[src/rtl/tank_pkg.sv]
// Shared constants for the tank movement scheduler: direction/command encodings,
// playfield limits, the sweep FSM state type and the slot home-position helper.
package tank_pkg;

    localparam logic [1:0] DIR_UP    = 2'd0;
    localparam logic [1:0] DIR_DOWN  = 2'd1;
    localparam logic [1:0] DIR_LEFT  = 2'd2;
    localparam logic [1:0] DIR_RIGHT = 2'd3;

    localparam logic [3:0] CMD_UP    = 4'b1000;
    localparam logic [3:0] CMD_DOWN  = 4'b0100;
    localparam logic [3:0] CMD_LEFT  = 4'b0010;
    localparam logic [3:0] CMD_RIGHT = 4'b0001;

    localparam logic [9:0] X_MIN      = 10'd2;
    localparam logic [9:0] X_MAX      = 10'd609;
    localparam logic [9:0] Y_MIN      = 10'd1;
    localparam logic [9:0] Y_MAX      = 10'd449;
    localparam logic [9:0] STEP       = 10'd1;
    localparam logic [9:0] TANK_SIZE  = 10'd30;
    localparam logic [9:0] HOME_PITCH = 10'd96;

    typedef enum logic [2:0] {
        ST_IDLE,
        ST_SNAP,
        ST_CALC,
        ST_CHECK,
        ST_COMMIT,
        ST_FIN
    } sched_state_t;

    // Slots start spread along the top wall, one pitch apart.
    function automatic logic [9:0] tank_home_x(input int unsigned slot);
        return X_MIN + 10'(HOME_PITCH * slot);
    endfunction

endpackage

[src/rtl/tank_move_scheduler_if.sv]
// Command/status bundle between the game logic (master) and the move scheduler (slave).
interface tank_move_scheduler_if #(
    parameter int NUM_TANKS = 5
);
    logic                      frame_tick;
    logic [4*NUM_TANKS-1:0]    cmd_dir;
    logic [NUM_TANKS-1:0]      tank_alive;
    logic [10*NUM_TANKS-1:0]   tank_x;
    logic [10*NUM_TANKS-1:0]   tank_y;
    logic [2*NUM_TANKS-1:0]    tank_dir;
    logic                      busy;
    logic                      done;
    logic                      overrun;

    modport master (
        output frame_tick, cmd_dir, tank_alive,
        input  tank_x, tank_y, tank_dir, busy, done, overrun
    );

    modport slave (
        input  frame_tick, cmd_dir, tank_alive,
        output tank_x, tank_y, tank_dir, busy, done, overrun
    );
endinterface

[src/rtl/tank_step_calc.sv]
// Combinational step for one slot: one-hot command decode, +/-STEP on one axis,
// and wall clamp evaluated in 11 bits so a step below zero cannot wrap.
module tank_step_calc
    import tank_pkg::*;
(
    input  logic       alive,
    input  logic [3:0] cmd,
    input  logic [9:0] cur_x,
    input  logic [9:0] cur_y,
    input  logic [1:0] cur_dir,
    output logic [9:0] nxt_x,
    output logic [9:0] nxt_y,
    output logic [1:0] nxt_dir
);
    logic [10:0] cand_x;
    logic [10:0] cand_y;
    logic        in_bounds;

    always_comb begin
        cand_x  = {1'b0, cur_x};
        cand_y  = {1'b0, cur_y};
        nxt_dir = cur_dir;
        if (alive) begin
            case (cmd)
                CMD_UP: begin
                    cand_y  = {1'b0, cur_y} - {1'b0, STEP};
                    nxt_dir = DIR_UP;
                end
                CMD_DOWN: begin
                    cand_y  = {1'b0, cur_y} + {1'b0, STEP};
                    nxt_dir = DIR_DOWN;
                end
                CMD_LEFT: begin
                    cand_x  = {1'b0, cur_x} - {1'b0, STEP};
                    nxt_dir = DIR_LEFT;
                end
                CMD_RIGHT: begin
                    cand_x  = {1'b0, cur_x} + {1'b0, STEP};
                    nxt_dir = DIR_RIGHT;
                end
                default: ;
            endcase
        end
        // A blocked move still turns the tank; only the position is held.
        in_bounds = (cand_x >= {1'b0, X_MIN}) && (cand_x <= {1'b0, X_MAX}) &&
                    (cand_y >= {1'b0, Y_MIN}) && (cand_y <= {1'b0, Y_MAX});
        nxt_x = in_bounds ? cand_x[9:0] : cur_x;
        nxt_y = in_bounds ? cand_y[9:0] : cur_y;
    end
endmodule

[src/rtl/tank_move_scheduler.sv]
// Per-frame tank movement sweep owning the position register file.
// Optional tank-to-tank collision check is enabled by defining TANK_COLLIDE_EN.
module tank_move_scheduler
    import tank_pkg::*;
#(
    parameter int NUM_TANKS = 5
)
(
    input  logic                  clk_25m,
    input  logic                  rst,
    tank_move_scheduler_if.slave  bus
);
    localparam int              IDX_W    = (NUM_TANKS > 1) ? $clog2(NUM_TANKS) : 1;
    localparam logic [IDX_W-1:0] LAST_IDX = IDX_W'(NUM_TANKS - 1);

    sched_state_t           state_reg, state_next;
    logic [IDX_W-1:0]       idx_reg;
    logic [4*NUM_TANKS-1:0] cmd_shadow_reg;
    logic [NUM_TANKS-1:0]   alive_shadow_reg;
    logic [9:0]             tank_x_reg   [NUM_TANKS];
    logic [9:0]             tank_y_reg   [NUM_TANKS];
    logic [1:0]             tank_dir_reg [NUM_TANKS];
    logic [9:0]             cand_x_reg, cand_y_reg;
    logic [1:0]             cand_dir_reg;
    logic [9:0]             step_x, step_y;
    logic [1:0]             step_dir;
    logic [9:0]             commit_x, commit_y;
    logic                   busy_reg, done_reg, overrun_reg;

    tank_step_calc u_step (
        .alive   (alive_shadow_reg[idx_reg]),
        .cmd     (cmd_shadow_reg[4*idx_reg +: 4]),
        .cur_x   (tank_x_reg[idx_reg]),
        .cur_y   (tank_y_reg[idx_reg]),
        .cur_dir (tank_dir_reg[idx_reg]),
        .nxt_x   (step_x),
        .nxt_y   (step_y),
        .nxt_dir (step_dir)
    );

`ifdef TANK_COLLIDE_EN
    logic [IDX_W-1:0]   chk_idx_reg;
    logic               hit_reg;
    logic               hit_now;
    logic signed [10:0] dx, dy;
    logic [10:0]        abs_dx, abs_dy;

    // Candidate box against slot chk_idx's committed box; self and dead slots never hit.
    always_comb begin
        dx      = $signed({1'b0, cand_x_reg}) - $signed({1'b0, tank_x_reg[chk_idx_reg]});
        dy      = $signed({1'b0, cand_y_reg}) - $signed({1'b0, tank_y_reg[chk_idx_reg]});
        abs_dx  = (dx < 0) ? $unsigned(-dx) : $unsigned(dx);
        abs_dy  = (dy < 0) ? $unsigned(-dy) : $unsigned(dy);
        hit_now = alive_shadow_reg[chk_idx_reg] && (chk_idx_reg != idx_reg) &&
                  (abs_dx < {1'b0, TANK_SIZE}) && (abs_dy < {1'b0, TANK_SIZE});
    end

    always_ff @(posedge clk_25m) begin
        if (rst) begin
            chk_idx_reg <= '0;
            hit_reg     <= 1'b0;
        end else if (state_reg == ST_CALC) begin
            chk_idx_reg <= '0;
            hit_reg     <= 1'b0;
        end else if (state_reg == ST_CHECK) begin
            chk_idx_reg <= chk_idx_reg + 1'b1;
            hit_reg     <= hit_reg | hit_now;
        end
    end

    assign commit_x = hit_reg ? tank_x_reg[idx_reg] : cand_x_reg;
    assign commit_y = hit_reg ? tank_y_reg[idx_reg] : cand_y_reg;
`else
    assign commit_x = cand_x_reg;
    assign commit_y = cand_y_reg;
`endif

    always_comb begin
        state_next = state_reg;
        case (state_reg)
            ST_IDLE:   if (bus.frame_tick) state_next = ST_SNAP;
            ST_SNAP:   state_next = ST_CALC;
`ifdef TANK_COLLIDE_EN
            ST_CALC:   state_next = ST_CHECK;
            ST_CHECK:  if (chk_idx_reg == LAST_IDX) state_next = ST_COMMIT;
`else
            ST_CALC:   state_next = ST_COMMIT;
`endif
            ST_COMMIT: state_next = (idx_reg == LAST_IDX) ? ST_FIN : ST_CALC;
            ST_FIN:    state_next = ST_IDLE;
            default:   state_next = ST_IDLE;
        endcase
    end

    always_ff @(posedge clk_25m) begin
        if (rst) begin
            state_reg        <= ST_IDLE;
            idx_reg          <= '0;
            cmd_shadow_reg   <= '0;
            alive_shadow_reg <= '0;
            cand_x_reg       <= '0;
            cand_y_reg       <= '0;
            cand_dir_reg     <= '0;
            busy_reg         <= 1'b0;
            done_reg         <= 1'b0;
            overrun_reg      <= 1'b0;
        end else begin
            state_reg   <= state_next;
            busy_reg    <= (state_next != ST_IDLE) && (state_next != ST_FIN);
            done_reg    <= (state_next == ST_FIN);
            // A tick is only accepted in IDLE; any other state drops it and flags it.
            overrun_reg <= bus.frame_tick && (state_reg != ST_IDLE);
            case (state_reg)
                ST_SNAP: begin
                    cmd_shadow_reg   <= bus.cmd_dir;
                    alive_shadow_reg <= bus.tank_alive;
                    idx_reg          <= '0;
                end
                ST_CALC: begin
                    cand_x_reg   <= step_x;
                    cand_y_reg   <= step_y;
                    cand_dir_reg <= step_dir;
                end
                ST_COMMIT: if (idx_reg != LAST_IDX) idx_reg <= idx_reg + 1'b1;
                default: ;
            endcase
        end
    end

    always_ff @(posedge clk_25m) begin
        for (int i = 0; i < NUM_TANKS; i++) begin
            if (rst) begin
                tank_x_reg[i]   <= tank_home_x($unsigned(i));
                tank_y_reg[i]   <= Y_MIN;
                tank_dir_reg[i] <= DIR_UP;
            end else if ((state_reg == ST_COMMIT) && (idx_reg == IDX_W'(i))) begin
                tank_x_reg[i]   <= commit_x;
                tank_y_reg[i]   <= commit_y;
                tank_dir_reg[i] <= cand_dir_reg;
            end
        end
    end

    for (genvar gi = 0; gi < NUM_TANKS; gi++) begin : g_flat
        assign bus.tank_x[10*gi +: 10]  = tank_x_reg[gi];
        assign bus.tank_y[10*gi +: 10]  = tank_y_reg[gi];
        assign bus.tank_dir[2*gi +: 2]  = tank_dir_reg[gi];
    end

    assign bus.busy    = busy_reg;
    assign bus.done    = done_reg;
    assign bus.overrun = overrun_reg;
endmodule
[src/flat_wrapper.sv]
// flat-port wrapper written by rule: the top's interface ports become plain ports
module tank_move_scheduler_flat import tank_pkg::*;
#(
    parameter int NUM_TANKS = 5
)
  (clk_25m, rst, bus_frame_tick, bus_cmd_dir, bus_tank_alive, bus_tank_x, bus_tank_y, bus_tank_dir, bus_busy, bus_done, bus_overrun);
  tank_move_scheduler_if #(.NUM_TANKS(NUM_TANKS)) bus_i ();
  input  logic clk_25m;
  input  logic rst;
  input wire logic [$bits(bus_i.frame_tick)-1:0] bus_frame_tick;
  input wire logic [$bits(bus_i.cmd_dir)-1:0] bus_cmd_dir;
  input wire logic [$bits(bus_i.tank_alive)-1:0] bus_tank_alive;
  output wire logic [$bits(bus_i.tank_x)-1:0] bus_tank_x;
  output wire logic [$bits(bus_i.tank_y)-1:0] bus_tank_y;
  output wire logic [$bits(bus_i.tank_dir)-1:0] bus_tank_dir;
  output wire logic [$bits(bus_i.busy)-1:0] bus_busy;
  output wire logic [$bits(bus_i.done)-1:0] bus_done;
  output wire logic [$bits(bus_i.overrun)-1:0] bus_overrun;
  assign bus_i.frame_tick = bus_frame_tick;
  assign bus_i.cmd_dir = bus_cmd_dir;
  assign bus_i.tank_alive = bus_tank_alive;
  assign bus_tank_x = bus_i.tank_x;
  assign bus_tank_y = bus_i.tank_y;
  assign bus_tank_dir = bus_i.tank_dir;
  assign bus_busy = bus_i.busy;
  assign bus_done = bus_i.done;
  assign bus_overrun = bus_i.overrun;
  tank_move_scheduler #(.NUM_TANKS(NUM_TANKS)) u_core (.clk_25m(clk_25m), .rst(rst), .bus(bus_i));
endmodule
[config.mk]
export PLATFORM = sky130hd
export DESIGN_NAME = tank_move_scheduler_flat
export DESIGN_NICKNAME = d
export VERILOG_FILES = /design/src/rtl/tank_pkg.sv /design/src/rtl/tank_move_scheduler_if.sv /design/src/rtl/tank_step_calc.sv /design/src/rtl/tank_move_scheduler.sv /design/src/flat_wrapper.sv
export SDC_FILE = /design/constraint.sdc
export NUM_CORES = 1
export LEC_CHECK = 0
export CORE_MARGIN = 2
export CORE_UTILIZATION = 46
export CTS_CLUSTER_SIZE = 25
export DETAILED_ROUTE_END_ITERATION = 6
export GPL_TIMING_DRIVEN = 0
export PLACE_DENSITY_LB_ADDON = 0.1
export SLEW_MARGIN = 15
export SYNTH_ARGS = -nofsm -noshare
export SYNTH_HDL_FRONTEND = slang
export SYNTH_SLANG_ARGS = --single-unit
[constraint.sdc]
create_clock -name clk_25m -period 9.2 [get_ports clk_25m]
set_input_delay 0.92 -clock clk_25m [delete_from_list [all_inputs] [get_ports clk_25m]]
set_output_delay 0.92 -clock clk_25m [all_outputs]
set_load 0.02 [all_outputs]
### Yosys cells after proc, flatten, opt, wreduce, memory -nomap -nowiden

Memory sizes are Yosys's and may differ from the RTL's. A register that Yosys moved wholly into a read port is not among the register bits.
Cells that the tools add are included.

* register bits after elaboration: 56
* RAM bits: 110
* bits of input ports: 28
* output and inout port bits: 113
* word-level logic and storage cells: 123
* memories: 3

Memories
* u_core.tank_x_reg: words 5, bits a word 10, read ports 6, clocked after Yosys merged registers in 1, wr ports 5, RTL line tank_move_scheduler.sv:20 `logic [9:0] tank_x_reg [NUM_TANKS];`
* u_core.tank_y_reg: words 5, bits a word 10, read ports 6, clocked after Yosys merged registers in 1, wr ports 5, RTL line tank_move_scheduler.sv:21 `logic [9:0] tank_y_reg [NUM_TANKS];`
* u_core.tank_dir_reg: words 5, bits a word 2, read ports 6, clocked after Yosys merged registers in 1, wr ports 5, RTL line tank_move_scheduler.sv:22 `logic [1:0] tank_dir_reg [NUM_TANKS];`

* add/subtract/negate cells: 5
* magnitude comparators: 5
* eq/ne operators: 15
* shifts and indexed selects: 1
* multiplexer cells: 53
* bitwise gates (word level): 15
* reduce and logical (&&, ||, !) cells: 16

Operators by type and width (count)
* 10-bit 2-to-1 mux: 12
* 11-bit case mux with 2 select lines: 2
* 3-bit 2-to-1 mux: 9
* 10-bit by 1-bit adder with 11-bit output (second input constant): 2
* 11-bit 2-to-1 mux: 2
* 10-bit by 1-bit subtractor with 11-bit output (second input constant): 2
* 20-bit by 6-bit variable part select with 4-bit output: 1
* 1-bit 2-to-1 mux: 18
* 1-bit OR: 15
* 2-bit 2-to-1 mux: 6
* 3-bit case mux with 4 select lines: 1
* 11-bit by 1-bit greater-or-equal comparator with 1-bit output (second input constant): 1
* 11-bit by 2-bit greater-or-equal comparator with 1-bit output (second input constant): 1
* 11-bit by 10-bit less-or-equal comparator with 1-bit output (second input constant): 1
* 11-bit by 9-bit less-or-equal comparator with 1-bit output (second input constant): 1
* 1-bit logical AND: 10
* 3-bit by 2-bit == test with 1-bit output (second input constant): 3
* 3-bit == test (second input constant): 3
* 2-bit case mux with 4 select lines: 1
* 3-bit by 1-bit == test with 1-bit output (second input constant): 2
* 3-bit logical NOT: 2
* 3-bit != test (second input constant): 2
* 3-bit case mux with 2 select lines: 1
* 3-bit nonzero test: 2
* other kinds (10): 10

### Logic depth before layout (Yosys ltp)

Gate-level depths: netlist (run 1).

* word-level depth: 9
* depth in mapped cells: 23
* mapped depth without buffers: 18

### Hierarchy

A second synthesis (run 1) with hierarchy kept.

* cells, all modules: 807
* area total of the unflattened synthesis: 8959.8 um2

Modules (own cells, without submodules)
* tank_move_scheduler: instances 1, cells an instance 585, area an instance 7289.5 um2, seq. area each 4484.3 um2
* tank_step_calc: instances 1, cells an instance 222, area an instance 1670.4 um2, seq. area each 0.0 um2

### Least setup slack after synthesis (run 1)

No wires, ideal clock.

* path kind: reg2reg
* start: register u_core.idx_reg[1]
* end: register u_core.cand_x_reg[6]
* setup time: 0.096 ns
* data arrival time: 4.534 ns
* required time: 9.104 ns
* setup slack: 4.571 ns
* cell stages (with the launch flop): 21
* path buffers: 2
* period minus slack after synthesis: 4.629 ns
* path through: dfxtp_1 buf_6 mux2i_1 nor2_1 a211o_2 nor4_4 inv_2 buf_6 ha_1 inv_1 nor3_1 o31a_1 a31oi_2 o21ai_0 a2111o_1 and3_4 nand2_2 o211ai_2 or3_4 or4_1 o311ai_1

* word-level cells in the longest chain between the ends: 9
* elaborated cells between the ends (all ways): 19
* those cells by class: 4 x order compare; 4 x eq/ne; 1 x shift; 7 x mux; 3 x reduce/logical

RTL lines
* start: declaration: RTL line tank_move_scheduler.sv:17 `logic [IDX_W-1:0] idx_reg;`
* start signal: assignment: RTL line tank_move_scheduler.sv:124 `ST_COMMIT: if (idx_reg != LAST_IDX) idx_reg <= idx_reg + 1'b1;`
* 20-bit by 6-bit variable part select with 4-bit output: RTL line tank_move_scheduler.sv:32 `.cmd (cmd_shadow_reg[4*idx_reg +: 4]),`
* 4-bit by 1-bit == test with 1-bit output / 4-bit by 2-bit == test with 1-bit output (equally long branches): RTL line tank_step_calc.sv:24 `case (cmd)`
* 11-bit case mux with 2 select lines: RTL line tank_step_calc.sv:24
* 11-bit 2-to-1 mux: RTL line tank_step_calc.sv:23 `if (alive) begin`
* 11-bit by 2-bit greater-or-equal comparator with 1-bit output / 11-bit by 10-bit less-or-equal comparator with 1-bit output (equally long branches): RTL line tank_step_calc.sv:45 `in_bounds = (cand_x >= {1'b0, X_MIN}) && (cand_x <= {1'b0, X_MAX}) &&`
* 1-bit logical AND (2 in a row): RTL line tank_step_calc.sv:45
* 1-bit logical AND: RTL line tank_step_calc.sv:46 `(cand_y >= {1'b0, Y_MIN}) && (cand_y <= {1'b0, Y_MAX});`
* 10-bit 2-to-1 mux (*): RTL line tank_step_calc.sv:47 `nxt_x = in_bounds ? cand_x[9:0] : cur_x;`
* end signal: assignment: RTL line tank_move_scheduler.sv:120 `cand_x_reg <= step_x;`
* end: declaration: RTL line tank_move_scheduler.sv:23 `logic [9:0] cand_x_reg, cand_y_reg;`

Mark *: on every way between the ends. The rest lies on a longest branch, timed or not. The select of a mux whose other input is x is not followed.
A chain may end at the register's enable or synchronous reset.

==> metrics.txt, run 1 <==
yosys warns=0; die height=145 um; placed instance area=10900 um2; final number of max-transition violations=0; Synth-to-Final Area Change=25.7%; commonest non-fill, non-tap cell in the layout=sky130_fd_sc_hd__clkdlybuf4s50_1; critical setup path kind=register to register; fraction of layout instances using a drive strength above 1=0.0952; met1 demand-to-capacity share in global routing=0.386; Routability Congestion=0.909; global routing met3 resource utilization=0.0560; worst slew margin relative to its limit=0.205; static leakage power=4.17 nW; final WL=29.2 mm; slew at the pin closest to its max-slew limit=1190 ps; count of placed standard cells in the final layout, fillers left out=1336; clk sinks=169; post-route standard cell area excluding fillers=11500 um2; total global-route track usage=0.279; met2 layer usage reported by global route=0.443; floorplan row count=51; cells resized by post-CTS repair=0; share of flip-flops with an asynchronous set or reset=0; final count of hold timing violations=0; highest-count cells in the layout ignoring fill and taps=sky130_fd_sc_hd__clkdlybuf4s50_1 (140), sky130_fd_sc_hd__nand2_1 (116), sky130_fd_sc_hd__edfxtp_1 (110); result of the run=complete, but fails checks; highest achievable clock rate=0.172 GHz; global route overflow=0; clock transition at the register clock pins on the worst setup and hold paths after CTS=70 ps; Residual DRC=4; input/output buffers=140; post-DR vias/cell=5.92; setup repair after global routing missed its margin=no; fin crit share=0.630; maxcap violations=0; vias in the first global route=7547; Reg2Reg Depth=20; Post-synth top flop=sky130_fd_sc_hd__edfxtp_1; final setup violation count=0; flip-flop and latch count after synthesis=169; sequential area share after synthesis=0.490; number of buffers created by CTS=17; time the worst path needs with I/O delays and setup=5800 ps; initial antenna violation count=0; post-detailed-placement half-perimeter wirelength=21.5 mm; Initial Util=0.469; number of enable flip-flop cells after synthesis=110; number of nets in the final layout=1101; buffers inserted during post-CTS setup optimization=0; total power consumption of the routed design=1.85 mW; Syn Std Cell Area=9160 um2; endpoint type of the worst setup path=register; routed len/inst=21.9 um; final setup skew=11.1 ps; startpoint type of the worst setup path=register; number of buffers on the longest clock path=2; pwr dens=161 nW/um2; core box area=19500 um2; setup TNS=0 ps; pre-CTS setup slack=3520 ps; clock insertion delay at the later pin of the skew report=440 ps; Worst Path Required=9480 ps; antenna fix cells=0; post-synthesis cell count=899; width of the chip=145 um; Hold Path Class=register to register; final worst hold slack=454 ps; number of H-tree levels=4; GRT Max-Usage Layer=met2; count of vias placed by the detailed router=7910; count of cell types in the netlist=89; num ports=141; TritonCTS clock tree=done; Starting DRT DRC Count=872; IR drop worst, VDD=0.131 mV; number of placed instances, taps included=1304; highest fanout seen on the critical path=10; Avg Synthesized Cell Area=10.2 um2; first-pass GRT wire length=44.9 mm; Worst R2R Setup Slack=3400 ps; final standard cell utilization of the core=0.589; iteration count of the initial detailed-routing pass=7; Die Area=21100 um2; pin count of the biggest net entering global routing=24; number of hold buffers added after CTS=0; number of nets produced by synthesis=942; worst hold path stage count=2; violated checks=design-rule violations; root buffer cell=sky130_fd_sc_hd__clkbuf_16; worst endpoint data arrival time=6080 ps; crit path setup slack, layout=3400 ps; remaining antenna violation count after routing=0
## path summary, 6_finish.rpt
path	to	startpoint
min	u_core.cmd_shadow_reg[17]	u_core.cmd_shadow_reg[17]
max reg2reg	u_core.cand_y_reg[5]	register
min reg2reg	u_core.cmd_shadow_reg[17]	u_core.cmd_shadow_reg[17]
max	u_core.cand_y_reg[5]	register
## Yosys cell counts, types with 5 or more instances
cell type	count	area [um2]
sky130_fd_sc_hd__nand2_1	119	447
sky130_fd_sc_hd__o21ai_0	28	140
sky130_fd_sc_hd__a31o_2	7	61.3
sky130_fd_sc_hd__or3_1	12	75.1
sky130_fd_sc_hd__mux2i_1	33	330
sky130_fd_sc_hd__mux4_2	15	338
sky130_fd_sc_hd__inv_1	18	67.6
sky130_fd_sc_hd__a31oi_1	16	100
sky130_fd_sc_hd__clkbuf_1	39	146
sky130_fd_sc_hd__nand3_1	30	150
sky130_fd_sc_hd__and2_1	48	300
sky130_fd_sc_hd__nor2_1	47	176
sky130_fd_sc_hd__nand4_1	9	56.3
sky130_fd_sc_hd__a21oi_1	52	260
sky130_fd_sc_hd__and3_1	64	400
sky130_fd_sc_hd__ha_1	13	163
sky130_fd_sc_hd__o31ai_1	5	37.5
sky130_fd_sc_hd__dfxtp_1	59	1180
sky130_fd_sc_hd__o221ai_1	5	43.8
sky130_fd_sc_hd__nor3_1	23	115
sky130_fd_sc_hd__nand2b_1	15	93.8
sky130_fd_sc_hd__xnor2_1	9	78.8
sky130_fd_sc_hd__buf_2	10	50.1
sky130_fd_sc_hd__edfxtp_1	110	3300
## critical path, stage by stage (launching register included)
cell and delay, ps:
sky130_fd_sc_hd__dfxtp_1 300, sky130_fd_sc_hd__buf_2 290, sky130_fd_sc_hd__buf_4 300, sky130_fd_sc_hd__buf_2 430
sky130_fd_sc_hd__mux4_2 560, sky130_fd_sc_hd__mux2i_1 340, sky130_fd_sc_hd__inv_1 140, sky130_fd_sc_hd__ha_1 340
sky130_fd_sc_hd__inv_1 60, sky130_fd_sc_hd__o31ai_1 300, sky130_fd_sc_hd__o31a_1 240, sky130_fd_sc_hd__a31oi_2 150
sky130_fd_sc_hd__a211oi_1 300, sky130_fd_sc_hd__o221ai_1 160, sky130_fd_sc_hd__o22ai_1 280, sky130_fd_sc_hd__nand4b_1 210
sky130_fd_sc_hd__o211ai_2 110, sky130_fd_sc_hd__or3_4 370, sky130_fd_sc_hd__buf_4 190, sky130_fd_sc_hd__nor2_1 340
sky130_fd_sc_hd__o221ai_1 190
## cell type report
type                       instances  area (um2)
buffer                            59         279
clock buffer                      17         425
clock inverter                    15         180
fill                            1755        8020
inverter                          20        75.1
multi-input combinational        651        4330
sequential                       169        4480
tap                              265         332
timing repair buffer             140        1400
## report_power, final
| group | internal [mW] | switching, mW |
|---|---|---|
| sequential | 0.833 | 0.0211 |
| clock | 0.412 | 0.334 |
| combinational | 0.0980 | 0.154 |
## cell families (layout without fill, tap and decap cells)
kind of cell | Yosys count | in the layout | share of synthesized area
AOI/OAI and AO/OA | 174 | 174 | 0.131
adders and majority gates | 17 | 17 | 0.0243
muxes | 54 | 54 | 0.0818
DFF | 169 | 169 | 0.490
and+or+nand+nor | 394 | 394 | 0.223
xor gates and xnor gates | 12 | 12 | 0.0115
buffers and inverters | 79 | 251 | 0.0387
## layer usage
metal	share of wire	vias to the layer above
met5	0	-
met4	0.022	0
met3	0.099	54
met2	0.46	422
met1	0.42	3763
li1	-	3671
Note: power is estimated with default switching activity, not from simulation.
==> run 2: changes to the inputs <==
Clock period 9.2 ns to 4.75 ns, I/O delays scaled along.
==> metrics.txt, run 2 (synthesis results as in run 1) <==
global route overflow=0; final setup skew=11.0 ps; number of buffers on the longest clock path=2; routed len/inst=22.0 um; Worst Path Required=5090 ps; number of buffers created by CTS=17; final number of max-transition violations=0; highest-count cells in the layout ignoring fill and taps=sky130_fd_sc_hd__clkdlybuf4s50_1 (140), sky130_fd_sc_hd__nand2_1 (116), sky130_fd_sc_hd__edfxtp_1 (110); Die Area=21100 um2; worst endpoint data arrival time=5170 ps; Reg2Reg Depth=20; Residual DRC=0; count of vias placed by the detailed router=8174; slew at the pin closest to its max-slew limit=1250 ps; endpoint type of the worst setup path=register; worst slew margin relative to its limit=0.165; TritonCTS clock tree=done; number of H-tree levels=4; setup TNS=-264 ps; root buffer cell=sky130_fd_sc_hd__clkbuf_16; register cell area after layout=4490 um2; first-pass GRT wire length=45.4 mm; num ports=141; Synth-to-Final Area Change=32.6%; total global-route track usage=0.282; post-detailed-placement half-perimeter wirelength=21.5 mm; fin crit share=1.02; initial antenna violation count=0; placed instance area=10900 um2; crit path setup slack, layout=-77.4 ps; clk sinks=169; width of the chip=145 um; violated checks=negative setup slack; fillers=1668; setup repair after global routing missed its margin=yes; post-route standard cell area excluding fillers=12100 um2; pwr dens=301 nW/um2; Initial Util=0.469; highest achievable clock rate=0.207 GHz; Starting DRT DRC Count=786; total power consumption of the routed design=3.66 mW; count of placed standard cells in the final layout, fillers left out=1369; time the worst path needs with I/O delays and setup=4830 ps; final setup violation count=7; post-DR vias/cell=5.97; vias in the first global route=7647; antenna fix cells=0; result of the run=complete, but fails checks; clock insertion delay at the later pin of the skew report=440 ps; final count of hold timing violations=0; number of placed instances, taps included=1304; number of nets in the final layout=1134; startpoint type of the worst setup path=register; final WL=30.2 mm; die height=145 um; worst hold path stage count=2; commonest non-fill, non-tap cell in the layout=sky130_fd_sc_hd__clkdlybuf4s50_1; iteration count of the initial detailed-routing pass=5; input/output buffers=140; Routability Congestion=0.909; IR drop worst, VDD=0.257 mV; static leakage power=4.43 nW; maxcap violations=0; Hold Path Class=register to register; floorplan row count=51; critical setup path kind=register to register; core box area=19500 um2; final standard cell utilization of the core=0.622; pin count of the biggest net entering global routing=24; fraction of layout instances using a drive strength above 1=0.156; clock transition at the register clock pins on the worst setup and hold paths after CTS=70 ps; area of combinational cells with multiple inputs=4580 um2; remaining antenna violation count after routing=0; highest fanout seen on the critical path=8
[run 2: layer usage]
metal  share of wire  vias to the layer above  wire length, um  GRT usage
met1            0.41                     3908            12500      0.388
met2            0.46                      467            14000      0.448
met4           0.025                        0              743     0.0951
met5               0                        -                0          0
met3           0.098                       68             2950     0.0547
li1                -                     3731                -          -
[run 2: worst paths after layout]
check                                               from                        to  slack, ps
worst max register to register         u_core.idx_reg[2]      u_core.cand_x_reg[6]        -80
worst min register to register  u_core.cmd_shadow_reg[6]  u_core.cmd_shadow_reg[6]        460
worst max-delay path                   u_core.idx_reg[2]      u_core.cand_x_reg[6]        -80
worst min-delay path            u_core.cmd_shadow_reg[6]  u_core.cmd_shadow_reg[6]        460
[run 2: final cells by class]
| cell class | count | share of cell area |
|---|---|---|
| Timing Repair Buffer | 173 | 0.139 |
| Inverter | 20 | 0.00659 |
| Multi-Input combinational cell | 651 | 0.377 |
| Sequential cell | 169 | 0.370 |
| Clock inverter | 15 | 0.0148 |
| Tap cell | 265 | 0.0273 |
| Buffer | 59 | 0.0306 |
| Clock buffer | 17 | 0.0350 |
[run 2: critical path: stages, from the launching register on]
cell and delay, ps:
sky130_fd_sc_hd__dfxtp_2 330, sky130_fd_sc_hd__buf_6 130, sky130_fd_sc_hd__mux2_4 320, sky130_fd_sc_hd__a211o_4 360, sky130_fd_sc_hd__nor4_4 390, sky130_fd_sc_hd__inv_2 100, sky130_fd_sc_hd__buf_12 150, sky130_fd_sc_hd__ha_4 230
sky130_fd_sc_hd__nand3_1 160, sky130_fd_sc_hd__o31ai_4 100, sky130_fd_sc_hd__buf_4 140, sky130_fd_sc_hd__or3_1 320, sky130_fd_sc_hd__a21oi_1 160, sky130_fd_sc_hd__mux2i_2 110, sky130_fd_sc_hd__o21a_1 190, sky130_fd_sc_hd__a211oi_2 250
sky130_fd_sc_hd__a211o_2 210, sky130_fd_sc_hd__o211ai_4 90, sky130_fd_sc_hd__or3_4 420, sky130_fd_sc_hd__or4_1 480, sky130_fd_sc_hd__o311ai_1 90
[run 2: what timing repair did]
| item | CTS | global route |
|---|---|---|
| setup buffers | 8 | 23 |
| gates cloned | 0 | 1 |
| hold buffers | 0 | 0 |
| hold endpoints to repair | 0 | 0 |
| resized for setup | 45 | 38 |
| setup endpoints to repair | 20 | 20 |
| pin swaps | 9 | 23 |
[run 2: metrics by stage]
step	hold WS [ps]	setup slack, ps
2_1_floorplan	433	121
3_3_place_gp	440	-901
3_5_place_dp	447	-930
4_1_cts	456	28.7
5_1_grt	475	-209
6_report	456	-77.4
[run 2: report_power, final]
group          switching [mW]  internal [mW]
registers              0.0413           1.61
logic                   0.323          0.232
clock network           0.651          0.799
==> run 3: changes to the inputs <==
Settings changed: SKIP_CTS_REPAIR_TIMING from default to 1.
==> metrics.txt, run 3 (synthesis results as in run 1) <==
final setup skew=10.4 ps; sequential share of power=0.455; TritonCTS clock tree=done; initial antenna violation count=0; Synth-to-Final Area Change=31.2%; final WL=29.8 mm; Starting DRT DRC Count=837; startpoint type of the worst setup path=register; highest fanout seen on the critical path=8; total global-route track usage=0.279; Hold Path Class=register to register; final count of hold timing violations=0; final setup violation count=3; global route overflow=0; die height=145 um; count of vias placed by the detailed router=8041; Reg2Reg Depth=21; Routability Congestion=0.909; placed instance area=10900 um2; highest-count cells in the layout ignoring fill and taps=sky130_fd_sc_hd__clkdlybuf4s50_1 (140), sky130_fd_sc_hd__nand2_1 (116), sky130_fd_sc_hd__edfxtp_1 (110); Worst Path Required=5080 ps; first-pass GRT wire length=44.9 mm; beginning of the worst register-to-register path=u_core.idx_reg[1]; critical hold path startpoint=u_core.cmd_shadow_reg[17]; maxcap violations=0; clock share of power=0.398; worst-case hold path end point=u_core.cmd_shadow_reg[17]; worst hold path stage count=2; Switching Fraction=0.276; remaining antenna violation count after routing=0; final number of max-transition violations=0; IR drop worst, VDD=0.256 mV; routed len/inst=21.9 um; total power consumption of the routed design=3.63 mW; post-detailed-placement half-perimeter wirelength=21.5 mm; final worst hold slack=454 ps; fillers=1694; core box area=19500 um2; worst slew margin relative to its limit=0.156; cell-internal power=2.63 mW; root buffer cell=sky130_fd_sc_hd__clkbuf_16; capture point of the worst reg-to-reg path=u_core.cand_x_reg[6]; violated checks=negative setup slack; Worst R2R Setup Slack=-50 ps; number of nets in the final layout=1127; fraction of layout instances using a drive strength above 1=0.146; pwr dens=302 nW/um2; input/output buffers=140; post-route standard cell area excluding fillers=12000 um2; endpoint type of the worst setup path=register; width of the chip=145 um; fin crit share=1.01; clock transition at the register clock pins on the worst setup and hold paths after CTS=70 ps; critical setup path kind=register to register; crit path setup slack, layout=-48.0 ps; post-DR vias/cell=5.90; result of the run=complete, but fails checks; final standard cell utilization of the core=0.616; worst endpoint data arrival time=5130 ps; pin count of the biggest net entering global routing=24; iteration count of the initial detailed-routing pass=6; floorplan row count=51; number of buffers created by CTS=17; relative contribution of combinational cells to total power=0.147; Initial Util=0.469; vias in the first global route=7547; time the worst path needs with I/O delays and setup=4800 ps; setup repair after global routing missed its margin=yes; num ports=141; Residual DRC=0; clock insertion delay at the later pin of the skew report=440 ps; number of H-tree levels=4; slew at the pin closest to its max-slew limit=1270 ps; commonest non-fill, non-tap cell in the layout=sky130_fd_sc_hd__clkdlybuf4s50_1; clk sinks=169; number of buffers on the longest clock path=2; static leakage power=4.36 nW; Die Area=21100 um2; highest achievable clock rate=0.208 GHz; net switching power figure=1.00 mW; antenna fix cells=0
[run 3: cell types whose count changed in the layout (fill, tap and decap cells not counted), moves of 2 or more]
cell	before	now
sky130_fd_sc_hd__o21ai_0	25	22
sky130_fd_sc_hd__buf_12	5	3
sky130_fd_sc_hd__clkbuf_4	1	3
sky130_fd_sc_hd__o311ai_0	1	3
sky130_fd_sc_hd__buf_6	4	6
sky130_fd_sc_hd__o221ai_1	5	3
sky130_fd_sc_hd__buf_4	33	28
sky130_fd_sc_hd__o221ai_2	0	2
sky130_fd_sc_hd__o21ai_1	3	5
[run 3: routing by layer]
metal | vias to the layer above | routed length [um] | global-route usage
li1 | 3723 | - | -
met2 | 414 | 13800 | 0.443
met3 | 62 | 2890 | 0.0560
met4 | 0 | 766 | 0.0873
met5 | - | 0 | 0
met1 | 3842 | 12400 | 0.386
[run 3: cell type report]
cell class,count,area (um2),share of cell area
tap,265,332,0.0276
multi-input combinational,651,4550,0.378
inverter,20,85.1,0.00708
sequential,169,4490,0.373
buffer,59,358,0.0298
clock inverter,15,180,0.0150
clock buffer,17,425,0.0354
timing repair buffer,166,1600,0.133
[run 3: per-stage QoR]
step | worst slack, ps | cells | TNS (ps)
after floorplan | 121 | 899 | 0
after global placement | -901 | 1304 | -15440
after detailed placement | -930 | 1304 | -15660
after CTS | -959 | 1336 | -16250
after global routing | -180 | 1362 | -2030
final | -48.0 | 1362 | -70.1
[run 3: critical path, cell delays in order, from the launching register on]
cell and delay [ps]:
sky130_fd_sc_hd__dfxtp_4 390, sky130_fd_sc_hd__buf_8 130, sky130_fd_sc_hd__mux2i_2 210, sky130_fd_sc_hd__nor2_2 70
sky130_fd_sc_hd__a211o_4 350, sky130_fd_sc_hd__nor4_4 280, sky130_fd_sc_hd__buf_6 170, sky130_fd_sc_hd__inv_4 40
sky130_fd_sc_hd__buf_12 130, sky130_fd_sc_hd__ha_4 290, sky130_fd_sc_hd__inv_4 40, sky130_fd_sc_hd__o31ai_4 210
sky130_fd_sc_hd__o31a_1 280, sky130_fd_sc_hd__a31oi_4 150, sky130_fd_sc_hd__a211oi_2 290, sky130_fd_sc_hd__o221ai_2 150
sky130_fd_sc_hd__o22ai_2 200, sky130_fd_sc_hd__nand4b_1 180, sky130_fd_sc_hd__o211ai_2 140, sky130_fd_sc_hd__or3_4 390
sky130_fd_sc_hd__or4_1 480, sky130_fd_sc_hd__o311ai_1 100
[run 3: worst max-delay path by stage]
stage / start / cells past startpoint / to / slack, ps
after floorplan: u_core.idx_reg[1] / 20 / u_core.cand_x_reg[6] / 120
after global placement: register / 20 / u_core.cand_y_reg[5] / -900
after detailed placement: register / 20 / u_core.cand_y_reg[5] / -930
after CTS: register / 20 / u_core.cand_y_reg[5] / -960
after global routing: u_core.idx_reg[1] / 21 / u_core.cand_x_reg[6] / -180
final: u_core.idx_reg[1] / 21 / u_core.cand_x_reg[6] / -50
[run 3: power by group through the flow]
| stage | clock [mW] | combinational (mW) | sequential [mW] |
|---|---|---|---|
| floorplan | 0 | 0.262 | 1.71 |
| global placement | 0 | 0.477 | 1.69 |
| detailed placement | 0 | 0.479 | 1.69 |
| CTS | 1.44 | 0.482 | 1.65 |
| global route | 1.50 | 0.571 | 1.66 |
| finish | 1.45 | 0.533 | 1.65 |
